--- src/rtl/uart_boot_loader_if.sv ---
// Memory write port driven by the UART boot loader: one-cycle write strobe,
// word-aligned byte address and write data.
interface uart_boot_loader_if;
  logic        mem_we;
  logic [31:0] mem_addr;
  logic [31:0] mem_wdata;

  modport master (output mem_we, mem_addr, mem_wdata);
  modport slave  (input  mem_we, mem_addr, mem_wdata);
endinterface

--- src/rtl/uart_boot_loader.sv ---
// UART boot loader: receives a framed program image over rx and writes it into memory,
// holding the CPU until the image is complete. Define UART_BOOT_CSUM_EN for the trailing XOR checksum.
module uart_boot_loader #(
  parameter int unsigned CLK_HZ    = 50000000,
  parameter int unsigned BAUD      = 115200,
  parameter logic [31:0] BASE_ADDR = 32'h0,
  parameter logic [15:0] MAX_WORDS = 16'd4096
) (
  input  logic                       clk,
  input  logic                       rst,
  input  logic                       rx,
  uart_boot_loader_if.master         mem,
  output logic                       cpu_hold,
  output logic                       done,
  output logic                       err,
  output logic [15:0]                words
);

  localparam int unsigned CLKS_PER_BIT = CLK_HZ / BAUD;
  localparam int unsigned CNT_W        = (CLKS_PER_BIT > 2) ? $clog2(CLKS_PER_BIT) : 1;
  localparam logic [CNT_W-1:0] BIT_LAST  = CNT_W'(CLKS_PER_BIT - 1);
  localparam logic [CNT_W-1:0] HALF_LAST = CNT_W'(CLKS_PER_BIT / 2 - 1);
  localparam int unsigned SYNC_STAGES  = 2;
  localparam logic [7:0]  SYNC_BYTE    = 8'hA5;

  // ---------------------------------------------------------------- rx synchronizer
  logic [SYNC_STAGES-1:0] sync_reg;
  logic                   rx_s;
  logic                   rx_prev_reg;

  generate
    for (genvar gi = 0; gi < SYNC_STAGES; gi++) begin : g_sync
      always_ff @(posedge clk) begin
        if (rst) begin
          sync_reg[gi] <= 1'b1;
        end else if (gi == 0) begin
          sync_reg[gi] <= rx;
        end else begin
          sync_reg[gi] <= sync_reg[(gi == 0) ? 0 : gi - 1];
        end
      end
    end
  endgenerate

  assign rx_s = sync_reg[SYNC_STAGES-1];

  // ---------------------------------------------------------------- byte receiver
  typedef enum logic [1:0] {RX_IDLE, RX_START, RX_DATA, RX_STOP} rx_state_t;

  rx_state_t        rx_state_reg, rx_state_next;
  logic [CNT_W-1:0] cnt_reg;
  logic [2:0]       bit_idx_reg;
  logic [7:0]       shift_reg;
  logic             byte_vld_reg, byte_vld_next;
  logic             frame_err_reg, frame_err_next;
  logic             bit_end;

  assign bit_end = (cnt_reg == BIT_LAST);

  always_ff @(posedge clk) begin
    if (rst) begin
      rx_state_reg <= RX_IDLE;
    end else begin
      rx_state_reg <= rx_state_next;
    end
  end

  always_comb begin
    rx_state_next  = rx_state_reg;
    byte_vld_next  = 1'b0;
    frame_err_next = 1'b0;
    case (rx_state_reg)
      RX_IDLE: begin
        if (!rx_s && rx_prev_reg) rx_state_next = RX_START;
      end
      RX_START: begin
        // A start bit that is high again at mid-bit was a glitch.
        if (cnt_reg == HALF_LAST) rx_state_next = rx_s ? RX_IDLE : RX_DATA;
      end
      RX_DATA: begin
        if (bit_end && bit_idx_reg == 3'd7) rx_state_next = RX_STOP;
      end
      RX_STOP: begin
        if (bit_end) begin
          rx_state_next  = RX_IDLE;
          byte_vld_next  = rx_s;
          frame_err_next = !rx_s;
        end
      end
      default: rx_state_next = RX_IDLE;
    endcase
  end

  always_ff @(posedge clk) begin
    if (rst) begin
      rx_prev_reg   <= 1'b1;
      cnt_reg       <= '0;
      bit_idx_reg   <= 3'd0;
      shift_reg     <= 8'h00;
      byte_vld_reg  <= 1'b0;
      frame_err_reg <= 1'b0;
    end else begin
      rx_prev_reg   <= rx_s;
      byte_vld_reg  <= byte_vld_next;
      frame_err_reg <= frame_err_next;
      case (rx_state_reg)
        RX_START: begin
          cnt_reg     <= (cnt_reg == HALF_LAST) ? '0 : cnt_reg + CNT_W'(1);
          bit_idx_reg <= 3'd0;
        end
        RX_DATA: begin
          if (bit_end) begin
            cnt_reg     <= '0;
            shift_reg   <= {rx_s, shift_reg[7:1]};
            bit_idx_reg <= bit_idx_reg + 3'd1;
          end else begin
            cnt_reg <= cnt_reg + CNT_W'(1);
          end
        end
        RX_STOP: cnt_reg <= bit_end ? '0 : cnt_reg + CNT_W'(1);
        default: cnt_reg <= '0;
      endcase
    end
  end

  // ---------------------------------------------------------------- frame FSM
  typedef enum logic [2:0] {
    F_IDLE,
    F_LEN_HI,
    F_LEN_LO,
    F_DATA,
`ifdef UART_BOOT_CSUM_EN
    F_CSUM,
`endif
    F_DONE,
    F_ERR
  } frame_state_t;

`ifdef UART_BOOT_CSUM_EN
  localparam frame_state_t AFTER_DATA = F_CSUM;
`else
  localparam frame_state_t AFTER_DATA = F_DONE;
`endif

  frame_state_t state_reg, state_next;
  logic [7:0]   len_hi_reg;
  logic [15:0]  length_reg;
  logic [15:0]  words_reg;
  logic [1:0]   byte_cnt_reg;
  logic [31:0]  word_reg;
  logic [31:0]  addr_reg;
  logic [31:0]  wdata_reg;
  logic         mem_we_reg;
  logic         cpu_hold_reg, done_reg, err_reg;
  logic [15:0]  len_rx;
  logic         start_frame, load_hi, load_lo, take_byte, issue_write;
`ifdef UART_BOOT_CSUM_EN
  logic [7:0]   csum_reg;
`endif

  assign len_rx = {len_hi_reg, shift_reg};

  always_ff @(posedge clk) begin
    if (rst) begin
      state_reg <= F_IDLE;
    end else begin
      state_reg <= state_next;
    end
  end

  always_comb begin
    state_next  = state_reg;
    start_frame = 1'b0;
    load_hi     = 1'b0;
    load_lo     = 1'b0;
    take_byte   = 1'b0;
    issue_write = 1'b0;
    if (frame_err_reg) begin
      state_next = F_ERR;
    end else if (byte_vld_reg) begin
      case (state_reg)
        F_IDLE, F_DONE, F_ERR: begin
          if (shift_reg == SYNC_BYTE) begin
            start_frame = 1'b1;
            state_next  = F_LEN_HI;
          end
        end
        F_LEN_HI: begin
          load_hi    = 1'b1;
          state_next = F_LEN_LO;
        end
        F_LEN_LO: begin
          load_lo = 1'b1;
          if (len_rx > MAX_WORDS)  state_next = F_ERR;
          else if (len_rx == 16'd0) state_next = AFTER_DATA;
          else                      state_next = F_DATA;
        end
        F_DATA: begin
          take_byte = 1'b1;
          if (byte_cnt_reg == 2'd3) begin
            issue_write = 1'b1;
            if (words_reg == length_reg - 16'd1) state_next = AFTER_DATA;
          end
        end
`ifdef UART_BOOT_CSUM_EN
        F_CSUM: state_next = (shift_reg == csum_reg) ? F_DONE : F_ERR;
`endif
        default: state_next = F_IDLE;
      endcase
    end
  end

  always_ff @(posedge clk) begin
    if (rst) begin
      len_hi_reg   <= 8'h00;
      length_reg   <= 16'd0;
      words_reg    <= 16'd0;
      byte_cnt_reg <= 2'd0;
      word_reg     <= 32'h0;
      addr_reg     <= BASE_ADDR;
      wdata_reg    <= 32'h0;
      mem_we_reg   <= 1'b0;
      cpu_hold_reg <= 1'b1;
      done_reg     <= 1'b0;
      err_reg      <= 1'b0;
`ifdef UART_BOOT_CSUM_EN
      csum_reg     <= 8'h00;
`endif
    end else begin
      mem_we_reg   <= issue_write;
      cpu_hold_reg <= (state_reg != F_DONE);
      done_reg     <= (state_reg == F_DONE);
      err_reg      <= (state_reg == F_ERR);
      if (load_hi) len_hi_reg <= shift_reg;
      if (load_lo) length_reg <= len_rx;
      if (take_byte) begin
        word_reg     <= {word_reg[23:0], shift_reg};
        byte_cnt_reg <= byte_cnt_reg + 2'd1;
`ifdef UART_BOOT_CSUM_EN
        csum_reg     <= csum_reg ^ shift_reg;
`endif
      end
      // Address stays on the current word for the write cycle, then steps on.
      if (issue_write) begin
        wdata_reg <= {word_reg[23:0], shift_reg};
        words_reg <= words_reg + 16'd1;
      end
      if (mem_we_reg) addr_reg <= addr_reg + 32'd4;
      if (start_frame) begin
        words_reg    <= 16'd0;
        addr_reg     <= BASE_ADDR;
        byte_cnt_reg <= 2'd0;
`ifdef UART_BOOT_CSUM_EN
        csum_reg     <= 8'h00;
`endif
      end
    end
  end

  assign mem.mem_we    = mem_we_reg;
  assign mem.mem_addr  = addr_reg;
  assign mem.mem_wdata = wdata_reg;
  assign cpu_hold      = cpu_hold_reg;
  assign done          = done_reg;
  assign err           = err_reg;
  assign words         = words_reg;

endmodule
--- src/flat_wrapper.sv ---
// flat-port wrapper written by rule: the top's interface ports become plain ports
module uart_boot_loader_flat 
#(
  parameter int unsigned CLK_HZ    = 50000000,
  parameter int unsigned BAUD      = 115200,
  parameter logic [31:0] BASE_ADDR = 32'h0,
  parameter logic [15:0] MAX_WORDS = 16'd4096
)
  (clk, rst, rx, cpu_hold, done, err, words, mem_mem_we, mem_mem_addr, mem_mem_wdata);
  uart_boot_loader_if mem_i ();
  input  logic clk;
  input  logic rst;
  input  logic rx;
  output logic cpu_hold;
  output logic done;
  output logic err;
  output logic [15:0] words;
  output wire logic [$bits(mem_i.mem_we)-1:0] mem_mem_we;
  output wire logic [$bits(mem_i.mem_addr)-1:0] mem_mem_addr;
  output wire logic [$bits(mem_i.mem_wdata)-1:0] mem_mem_wdata;
  assign mem_mem_we = mem_i.mem_we;
  assign mem_mem_addr = mem_i.mem_addr;
  assign mem_mem_wdata = mem_i.mem_wdata;
  uart_boot_loader #(.CLK_HZ(CLK_HZ), .BAUD(BAUD), .BASE_ADDR(BASE_ADDR), .MAX_WORDS(MAX_WORDS)) u_core (.clk(clk), .rst(rst), .rx(rx), .mem(mem_i), .cpu_hold(cpu_hold), .done(done), .err(err), .words(words));
endmodule
--- config.mk ---
export PLATFORM = sky130hd
export DESIGN_NAME = uart_boot_loader_flat
export DESIGN_NICKNAME = d
export VERILOG_FILES = /design/src/rtl/uart_boot_loader_if.sv /design/src/rtl/uart_boot_loader.sv /design/src/flat_wrapper.sv
export SDC_FILE = /design/constraint.sdc
export NUM_CORES = 1
export LEC_CHECK = 0
export ABC_AREA = 1
export CAP_MARGIN = 20
export CORE_UTILIZATION = 40
export DETAILED_ROUTE_END_ITERATION = 7
export MAX_ROUTING_LAYER = met4
export PLACE_DENSITY = 0.63
export SYNTH_ARGS = -nofsm -noshare
export SYNTH_HDL_FRONTEND = slang
export SYNTH_SLANG_ARGS = --single-unit
--- constraint.sdc ---
create_clock -name clk -period 3.74 [get_ports clk]
set_clock_uncertainty 0.1 [all_clocks]
set_input_delay 0.374 -clock clk [delete_from_list [all_inputs] [get_ports clk]]
set_output_delay 0.374 -clock clk [all_outputs]
set_load 0.005 [all_outputs]
== Word-level counts from Yosys, hierarchy flattened ==
Index checks and enable logic that the tools add are counted.
Operators by class
  add/sub/neg operators: 6
  magnitude comparators: 1
  equality and inequality tests: 26
  multiplexer cells: 36
  bitwise operators: 2
  reduce and logical (&&, ||, !) cells: 18
Operators by type and width (number)
  $add 32x3->32 const B: 1
  $mux 3: 8
  $mux 9: 2
  $pmux 9 s2: 1
  $mux 1: 17
  $add 16x1->16 const B: 1
  $eq 16x16->1: 1
  $gt 16x13->1 const B: 1
  $logic_not 16->1: 1
  $ne 2x1->1 const B: 8
  $sub 16x1->16 const B: 1
  $pmux 3 s4: 1
  $reduce_and 4->1: 3
  $mux 2: 5
  $add 9x1->9 const B: 1
  $eq 3x3->1 const B: 3
  $eq 9x8->1 const B: 1
  $eq 9x9->1 const B: 1
  $ne 3x1->1 const B: 3
  $eq 8x8->1 const B: 1
  $pmux 2 s4: 1
  $eq 2x2->1 const B: 3
  $eq 3x2->1 const B: 2
  $pmux 3 s2: 1
  14 further kinds: 21
Storage, ports and cells
  bits in registers: 164
  input bits: 3
  logic and storage cells: 111

== Longest topological paths before layout ==
  word-level depth: 7
  depth in mapped cells: 17

== Least setup slack after synthesis ==
OpenSTA, ideal clock, no wires.
  path kind: register -> register
  start: register u_core.length_reg[0]
  end: register u_core.state_reg[0]
  library setup time: 0.110 ns
  data arrival time: 1.662 ns
  required time: 3.530 ns
  slack: 1.868 ns
  stages on the path, launching flop included: 16
  buffers on the path: 0
  path through: dfxtp_1 > inv_1 > ha_1 > nand3_1 > nor2_1 > nand2_1 > nand3b_1 > nand2_1 > nor2_1 > nand2_1 > nor2_1 > nand2_1 > nand3_1 > nand3_1 > nand2_1 > inv_1
Between the ends
  cells in the longest elaborated chain, start to end: 4
Ends and longest elaborated chain
  from (decl): line uart_boot_loader.sv:147  | logic [15:0] length_reg;
  from (signal assigned): line uart_boot_loader.sv:235  | if (load_lo) length_reg <= len_rx;
  $sub 16x1->16: line uart_boot_loader.sv:202  | if (words_reg == length_reg - 16'd1) state_next = AFTER_DATA;
  $eq 16x16->1: line uart_boot_loader.sv:202
  $ne 3x1->1 (no line)
  $reduce_and 4->1 (no line)
  to (signal assigned): line uart_boot_loader.sv:167  | state_reg <= state_next;
  to (decl): line uart_boot_loader.sv:145  | frame_state_t state_reg, state_next;
No other way between the ends.
A chain may end at the register's enable or synchronous reset.

== Worst setup path in the final report ==
  start: register u_core.byte_vld_reg
  end: register u_core.wdata_reg[7] (netlist: u_core.mem.mem_wdata[7])
Between the ends
  cells in the longest elaborated chain, start to end: 2
Ends and longest elaborated chain
  from (decl): line uart_boot_loader.sv:54  | logic byte_vld_reg, byte_vld_next;
  from (signal assigned): line uart_boot_loader.sv:104  | byte_vld_reg <= byte_vld_next;
  $mux 1: line uart_boot_loader.sv:180  | end else if (byte_vld_reg) begin
  $mux 1: line uart_boot_loader.sv:178  | if (frame_err_reg) begin
  to (signal assigned): line uart_boot_loader.sv:245  | wdata_reg <= {word_reg[23:0], shift_reg};
  to (decl): line uart_boot_loader.sv:152  | logic [31:0] wdata_reg;
No other way between the ends.

==> flow_metrics.py <==
metrics = {
    "routing": {
        "drc": 0,
        "drt-total-wl_um": 16800,
        "ant_nets": 0,
        "first_pass_iters": 5,
        "avgRoutedWirePerCell_um": 12.9,
        "avgViaCountPerCell": 4.86,
        "drtIter0Drc": 475,
        "num_vias": 6324,
    },
    "cells_and_area": {
        "fillers": 1733,
        "final_common_cell": "nand2_1",
        "largest_reg_flops": 32,
        "finalInstanceArea_sq_um": 8690,
        "area_growth_pct": 21.7,
        "num_antenna_cells": 0,
        "layout.nets": 1075,
        "layout_common_cells": "nand2_1, dfxtp_1, nor2_1",
        "multi_input_area_sq_um": 3360,
        "drive_above_1_share_pct": 5.20,
        "seqCellArea_sq_um": 3240,
    },
    "die": {
        "coreArea_sq_um": 17400,
        "dieHeight_um": 136,
        "fp.dieW_um": 136,
        "io-pin-count": 87,
        "rows": 48,
        "die_area_sq_um": 18400,
        "start_util_pct": 41.1,
    },
    "placed_design": {
        "dp_hpwl_um": 12000,
        "portBuffers": 84,
        "place_area_sq_um": 8160,
        "pre_cts_ws_ps": 1110,
        "place_congestion": 0.914,
    },
    "yosys": {
        "synth-seq-cells": 162,
        "synth_area_sq_um": 7140,
        "yosysSeqAreaShare_pct": 45.4,
        "syn_inst": 987,
        "synth_top_cell_by_area": "dfxtp_1",
        "synth.avg_cell_area_sq_um": 7.24,
        "synthTopCellsByArea": "dfxtp_1, nand2_1, nor2_1",
        "yosys.area.top_type_share_pct": 45.4,
        "synth.distinct_cells": 43,
        "yosysWarningCount": 0,
    },
    "clocking": {
        "clkSinkCount": 162,
        "cts_hold_buf": 0,
        "path_clk_slew_ps": 60,
        "cts_tree": "yes",
        "cts_buffer_depth": 2,
        "cts_buffers": 17,
        "htree_levels": 4,
        "root_buffer": "clkbuf_16",
        "ctsResizeCount": 0,
        "clkLatencyLatePin_ps": 420,
        "postCtsSetupRepairBufs": 0,
    },
    "worst_setup_path": {
        "cp.arrival_ps": 2850,
        "start_kind": "register",
        "cp_max_fo": 39,
        "cp-end-kind": "register",
        "cp_data_required_time_ps": 3980,
        "worstSetupPathType": "reg2reg",
    },
    "pwr": {
        "power_density_nw_per_um2": 392,
        "clkPwrFrac_pct": 46.8,
        "p_int_mw": 2.66,
        "peakVddDrop_uv": 351,
        "switching_share_pct": 21.9,
        "seq_power_share_pct": 50.9,
        "power_frac_comb_pct": 2.3,
        "leakagePower_nw": 3.54,
        "netSwitchingPower_mw": 0.748,
    },
    "timing": {
        "final_max_slew_viol_count": 0,
        "tightestPinTransition_ps": 790,
        "fmax_mhz": 384,
        "rsz0062_at_grt": "false",
        "finalCritPeriodShare_pct": 69.6,
        "fin_crit_ps": 2600,
        "max-slew-margin-rel_pct": 47.1,
        "finalSetupViolCount": 0,
        "worst_slack_ps": 1140,
        "hold_viol": 0,
        "tns_ps": 0,
    },
    "grt": {
        "grt_usage_pct": 19.8,
        "grt_pass1_vias": 5638,
        "grt_pass1_wl_um": 27900,
        "antenna_found_initial": 0,
        "grt_max_degree": 57,
        "overflow": 0,
    },
    "run_status": {
        "status": "finished, final reports clean",
    },
    "run": {
        "drv_cap": 0,
    },
    "hold_path": {
        "hold_path_class": "reg2reg",
    },
}
stage by stage:
| step | instances | power, mW | hold slack, ps | util [%] |
|---|---|---|---|---|
| final | 1301 | 3.41 | 308 | 50.1 |
| after global routing | 1301 | 3.53 | 326 | 50.1 |
| after detailed placement | 1269 | 1.85 | 297 | 47.0 |
| after CTS | 1301 | 3.44 | 308 | 50.1 |
| after global placement | 1269 | 1.85 | 295 | 47.0 |
| after floorplan | 988 | 1.83 | 289 | - |
final timing paths:
path	startpoint	cells after the start	endpoint	slack, ps
worst max-delay path	u_core.byte_vld_reg	6	u_core.mem.mem_wdata[7]	1140
worst min-delay path	u_core.sync_reg[0]	1	u_core.rx_s	310
worst max register to register	u_core.byte_vld_reg	6	u_core.mem.mem_wdata[7]	1140
worst min register to register	u_core.sync_reg[0]	1	u_core.rx_s	310
metal layers:
layer / vias up / global-route usage [%] / routed length [um]
met2: 102 / 29.4 / 7230
met4: 0 / 6.68 / 218
met1: 2861 / 26.8 / 8840
met5: - / - / 0
met3: 17 / 3.93 / 540
li1: 3344 / - / -
logic make-up (layout without fill, tap and decap cells):
kind of cell / after synthesis / after routing / share of synthesized area [%]
simple gates: 472 / 472 / 29.0
compound gates: 175 / 175 / 12.7
flops: 162 / 162 / 45.4
buf+inv: 138 / 226 / 7.57
xor+xnor: 30 / 30 / 3.68
fa+ha+maj: 9 / 9 / 1.58
other cells: 1 / 2 / 0.0525
power by group through the flow:
| stage | sequential [mW] | clock [mW] | combinational [mW] |
|---|---|---|---|
| 4_1_cts | 1.74 | 1.63 | 0.0788 |
| 5_1_grt | 1.74 | 1.70 | 0.0885 |
| 2_1_floorplan | 1.77 | 0 | 0.0601 |
| 6_report | 1.74 | 1.60 | 0.0785 |
| 3_5_place_dp | 1.78 | 0 | 0.0785 |
| 3_3_place_gp | 1.78 | 0 | 0.0779 |
cell usage after synthesis, drive strengths merged:
cell      n
nor3b     2
a31oi     1
nor3     23
buf      11
ha        9
nand3    63
o22ai     1
a21oi    79
xor2     18
o21a      5
nor4      8
and3      1
conb      1
clkinv    2
o21ai    84
xnor2    12
nand4    11
nor2    160
or3       2
o21bai    2
a211oi    1
nand3b    6
or2       4
dfxtp   162
o41ai     1
a221oi    1
inv     103
nand2   192
clkbuf   22
final cells by class:
class	count	share of cell area, %
Multi-Input combinational cell	688	38.7
Sequential cell	162	37.3
Timing Repair Buffer	89	10.1
Clock buffer	22	5.11
Inverter	105	4.53
Tap cell	225	3.24
Clock inverter	10	1.01
critical path, cell delays in order (launching register included):
cell	delay [ps]
dfxtp_1	390
nand2_1	200
nor2_8	420
nand2_4	380
nor2_2	560
inv_1	240
o21ai_0	200
Note: power is estimated with default switching activity, not from simulation.
==> RTL change 1: new RTL, config.mk and constraints unchanged <==
The option `UART_BOOT_CSUM_EN` is turned on by a define.
--- a/src/rtl/uart_boot_loader.sv
+++ b/src/rtl/uart_boot_loader.sv
@@ -1,4 +1,6 @@
 // UART boot loader: receives a framed program image over rx and writes it into memory,
 // holding the CPU until the image is complete. Define UART_BOOT_CSUM_EN for the trailing XOR checksum.
+`define UART_BOOT_CSUM_EN
+
 module uart_boot_loader #(
   parameter int unsigned CLK_HZ    = 50000000,
Behaviour: no difference found for any inputs over 10 cycles, from zero or initial values and one cycle with rst high; that may be too few to reach the edited logic, so the function may still have changed.
==> RTL change 1 against the unedited design <==
  * The run now ends with DRC left
  * Sequential power grew 5%
  * Sequential share of layout area shrank 0.19 points
  * Synthesized area grew 5.3%
  * Routed wire length grew 3.8%
  * Final cell count grew 4.5%
  * Total power grew 7.1%
  * Critical path depth grew 1
  * Synthesized cell count grew 5.4%
  * Final area grew 5.5%
  * Count of clock-buffer cells in the layout shrank 2
  * Sequential cell count grew 8
  * Worst setup slack gained 0.21 ns
  * Critical endpoint is now u_core.mem.mem_wdata[23]
==> RTL change 1: results (changes against the unedited design) <==
Global routing
  • Met2 routing resource usage after global routing: 27.80% (-1.6 points)
  • Met3 capacity usage during global routing: 3.557% (-0.37 points)
  • Total GRT Usage: 18.96% (-0.89 points)
  • Grt met1 use: 26.32% (-0.47 points)
  • First-pass GRT wire length: 29250 um (+4.8%)
  • Via count of the first global-routing pass: 6025 (+6.9%)
  • Most heavily used metal layer in global routing: met2
  • Pin count of the biggest net entering global routing: 64 (+12%)

Layout
  • Fraction of final layout cells sized beyond drive strength 1: 5.929% (+0.72 points)
  • Filler cell count: 1789 (+3.2%)
  • Final net count: 1129 (+5.0%)

Power
  • Standby leakage power: 3.618 nW (+2.3%)
  • Flop+latch power: 1.82 mW (+5%)
  • Peak supply drop: 336.3 uV (-4.2%)

CTS
  • Htree depth: 4 (unchanged)
  • Clock Latency Late Sink: 0.42 ns (about the same)

Detailed routing
  • Via density per instance: 4.934 (+1.5%)
  • Wire length reported by the detailed router: 17470 um (+3.8%)
  • Vias: 6705 (+6.0%)
  • Router iterations before antenna repair: 8 (+3)
  • DRC viols: 7 (+7)
  • DR iter-0 viols: 443 (-6.7%)
  • Total met3 wirelength after detailed routing: 612 um (+13%)
  • Routed length on met2: 7694 um (+6.5%)

Placement
  • Post-Place Cells: 1326 (+4.5%)
  • Weighted congestion at the end of routability-driven global placement: 0.8554 (-6.4%)
  • Placed wire-length estimate: 12530 um (+4.8%)

Setup path
  • Critical Path Max Stage Delay: 0.46 ns (-0.10 ns)
  • Worst R2R Setup Slack: 1.34 ns (+0.21 ns)
  • Dominant delay contributor by cell family on the critical path: buffers and inverters
  • Max Fanout on Critical Path: 31 (-21%)
  • Critical path arrival: 2.60 ns (-0.25 ns)

Yosys
  • Most frequent cells after synthesis: 226 x nand2_1, 170 x dfxtp_1, 144 x nor2_1
  • Leading post-synthesis cells by cell area: dfxtp_1 45%, nand2_1 11%, nor2_1 7.2%
  • Sequential element share of the synthesized area: 45.25% (-0.16 points)
  • Number of distinct library cell variants in the gate-level netlist after synthesis: 42 (-2.3%)
  • Mean Syn Cell Area: 7.232 um^2 (about the same)

Status
  • Violated checks: DRC
  • Outcome: complete, but fails checks

STA
  • Worst Max-Slew Pin Slew: 0.5938 ns (-0.1961 ns)
  • Worst hold-check slack: 0.3242 ns (+0.01605 ns)
## RTL change 1: cell types whose count changed in the layout (fill, tap and decap cells not counted), sizes merged, moves of 5 or more
cell   delta
nand2    +37
nand3    +16
nor2     -11
inv       -9
o21ai     -9
dfxtp     +8
a21oi     +6
or2       +5
xor2      +5
## RTL change 1: per-stage QoR
| step | total power [mW] | utilization, % | setup slack, ns | cell area (um^2) |
|---|---|---|---|---|
| floorplan | 1.925 | - | 1.931 | 7525 |
| global placement | 1.943 | 47.02 | 1.414 | 8562 |
| detailed placement | 1.943 | 47.02 | 1.353 | 8562 |
| CTS | 3.695 | 50.30 | 1.347 | 9159 |
| global route | 3.779 | 50.34 | 1.110 | 9166 |
| finish | 3.654 | 50.34 | 1.345 | 9166 |
## RTL change 1: final cells by class
type | instances | area, um^2 | area share, %
Inverter | 92 | 346.6 | 3.781
Clock inverter | 12 | 130.1 | 1.420
Multi-Input combinational cell | 744 | 3632 | 39.63
Clock buffer | 20 | 466.7 | 5.091
Tap cell | 229 | 286.5 | 3.126
Timing Repair Buffer | 92 | 900.9 | 9.828
Sequential cell | 170 | 3403 | 37.13
## RTL change 1: path summary, 6_finish.rpt
check / endpoint / from / cells after the start
max: u_core.mem.mem_wdata[23] / u_core.byte_vld_reg / 7
min reg2reg: u_core.rx_s / u_core.sync_reg[0] / 1
max reg2reg: u_core.mem.mem_wdata[23] / u_core.byte_vld_reg / 7
min: u_core.rx_s / u_core.sync_reg[0] / 1
## RTL change 1: logic make-up after synthesis
family | after synthesis | synth area share (%)
and+or+nand+nor | 520 | 29.98
AOI/OAI and AO/OA | 175 | 12.11
DFF | 170 | 45.25
buffers and inverters | 127 | 6.688
xor gates and xnor gates | 38 | 4.425
adders and majority gates | 9 | 1.497
other | 1 | 0.04986
==> RTL change 2: new RTL, same flow settings <==
Made on the original files. Reset style: asynchronous (`rst`), changed in 5 clocked blocks.
--- a/src/rtl/uart_boot_loader.sv
+++ b/src/rtl/uart_boot_loader.sv
@@ -31,5 +31,5 @@
   generate
     for (genvar gi = 0; gi < SYNC_STAGES; gi++) begin : g_sync
-      always_ff @(posedge clk) begin
+      always_ff @(posedge clk or posedge rst) begin
         if (rst) begin
           sync_reg[gi] <= 1'b1;
@@ -58,5 +58,5 @@
   assign bit_end = (cnt_reg == BIT_LAST);
 
-  always_ff @(posedge clk) begin
+  always_ff @(posedge clk or posedge rst) begin
     if (rst) begin
       rx_state_reg <= RX_IDLE;
@@ -92,5 +92,5 @@
   end
 
-  always_ff @(posedge clk) begin
+  always_ff @(posedge clk or posedge rst) begin
     if (rst) begin
       rx_prev_reg   <= 1'b1;
@@ -161,5 +161,5 @@
   assign len_rx = {len_hi_reg, shift_reg};
 
-  always_ff @(posedge clk) begin
+  always_ff @(posedge clk or posedge rst) begin
     if (rst) begin
       state_reg <= F_IDLE;
@@ -211,5 +211,5 @@
   end
 
-  always_ff @(posedge clk) begin
+  always_ff @(posedge clk or posedge rst) begin
     if (rst) begin
       len_hi_reg   <= 8'h00;
Check against the original RTL: same outputs for any inputs over 10 cycles, from zero or initial values and one cycle with rst high; that may be too few to reach the edited logic, so the function may still have changed.
==> RTL change 2 against the unedited design <==
  * Sequential cell count stayed put
  * Worst setup slack got worse by 0.089 ns
  * Sequential share of layout area rose by 4.8 points
  * Routed wire length rose by 6.8%
  * Final area is 11% higher
  * Critical path depth is 4 higher
  * Synthesized area grew 9.3%
  * Final cell count increased by 0.61%
  * Highest routed layer unchanged
Power is not compared: it rests on default switching activity, and its combinational part moved more than twofold at a synthesized area within 25%.
==> RTL change 2: results (changes against the unedited design) <==
Layout
  • Non-clock inverter instance count of the final layout: 116 (+10%)
  • Register fraction of the total cell area: 42.10% (+4.8 points)
  • Non-Clock Buffer Area Fraction: 9.733% (-0.37 points)
  • Filler cell count: 1785 (+3.0%)
  • Number of non-filler instances in the completed layout: 1309 (+0.61%)
  • Fraction of final layout cells sized beyond drive strength 1: 7.817% (+2.6 points)
  • Count of clock-net buffers in the final layout: 18 (-18%)

Detailed routing
  • DR iter-0 viols: 456 (-4.0%)
  • Router iterations before antenna repair: 6 (+1)
  • Wire length reported by the detailed router: 17970 um (+6.8%)

Placement
  • Weighted congestion at the end of routability-driven global placement: 0.9030 (-1.2%)
  • Post-DP Area: 8951 um^2 (+9.7%)

STA
  • Worst hold-check slack: 0.2246 ns (-0.08352 ns)
  • Worst-case headroom to the max-slew limit: 49.17% (+2.0 points)

Status
  • Outcome: completed

Setup path
  • Max Fanout on Critical Path: 62 (+59%)
  • Reg-to-reg endpoint: u_core.words[8]
  • Depth of the worst register-to-register path: 10 (+4)
  • Critical Path Max Stage Delay: 0.46 ns (-0.10 ns)
  • Critical path arrival: 2.93 ns (+0.08 ns)

Yosys
  • Number of distinct library cell variants in the gate-level netlist after synthesis: 46 (+7.0%)
  • Portion of netlist area occupied by mux cells: 1.009% (+1.0 points)
  • Leading post-synthesis cells by cell area: dfrtp_1 51%, nand2_1 12%, o21ai_0 6.5%
  • Most frequent cells after synthesis: 259 x nand2_1, 158 x dfrtp_1, 110 x inv_1

Global routing
  • Pin count of the biggest net entering global routing: 63 (+11%)

Floorplan
  • X dimension of the die: 141.7 um (+4.5%)

Hold path
  • Class of the tightest hold or removal check: input port to asynchronous set/reset pin
==> RTL change 2: cell count changes after synthesis, moves of 7 or more <==
cell	delta
dfxtp_1	-162
dfrtp_1	+158
nor2_1	-72
nand2_1	+70
a21oi_1	-48
nand3_1	-24
o21ai_0	+17
nand4_1	+11
clkbuf_1	-9
inv_1	+9
mux2_2	+7
xor2_1	-7
==> RTL change 2: how the worst max path moves through the flow <==
stage | slack [ns] | end
after global routing | 0.78 | u_core.words[8]
final | 1.05 | u_core.words[8]
after global placement | 1.14 | u_core.words[8]
after detailed placement | 1.08 | u_core.words[8]
after CTS | 1.05 | u_core.words[8]
after floorplan | 1.21 | u_core.bit_idx_reg[0]
==> RTL change 2: power breakdown <==
group / internal (mW) / switching, mW
combinational: 0.0579 / 0.139
clock: 1.21 / 0.742
sequential: 1.78 / 0.0294
==> RTL change 2: per-layer routing <==
layer / wire (um) / track usage (%)
met1: 9133 / 27.54
met2: 8054 / 29.09
met3: 603 / 3.510
met4: 183 / 6.452
met5: 0 / -
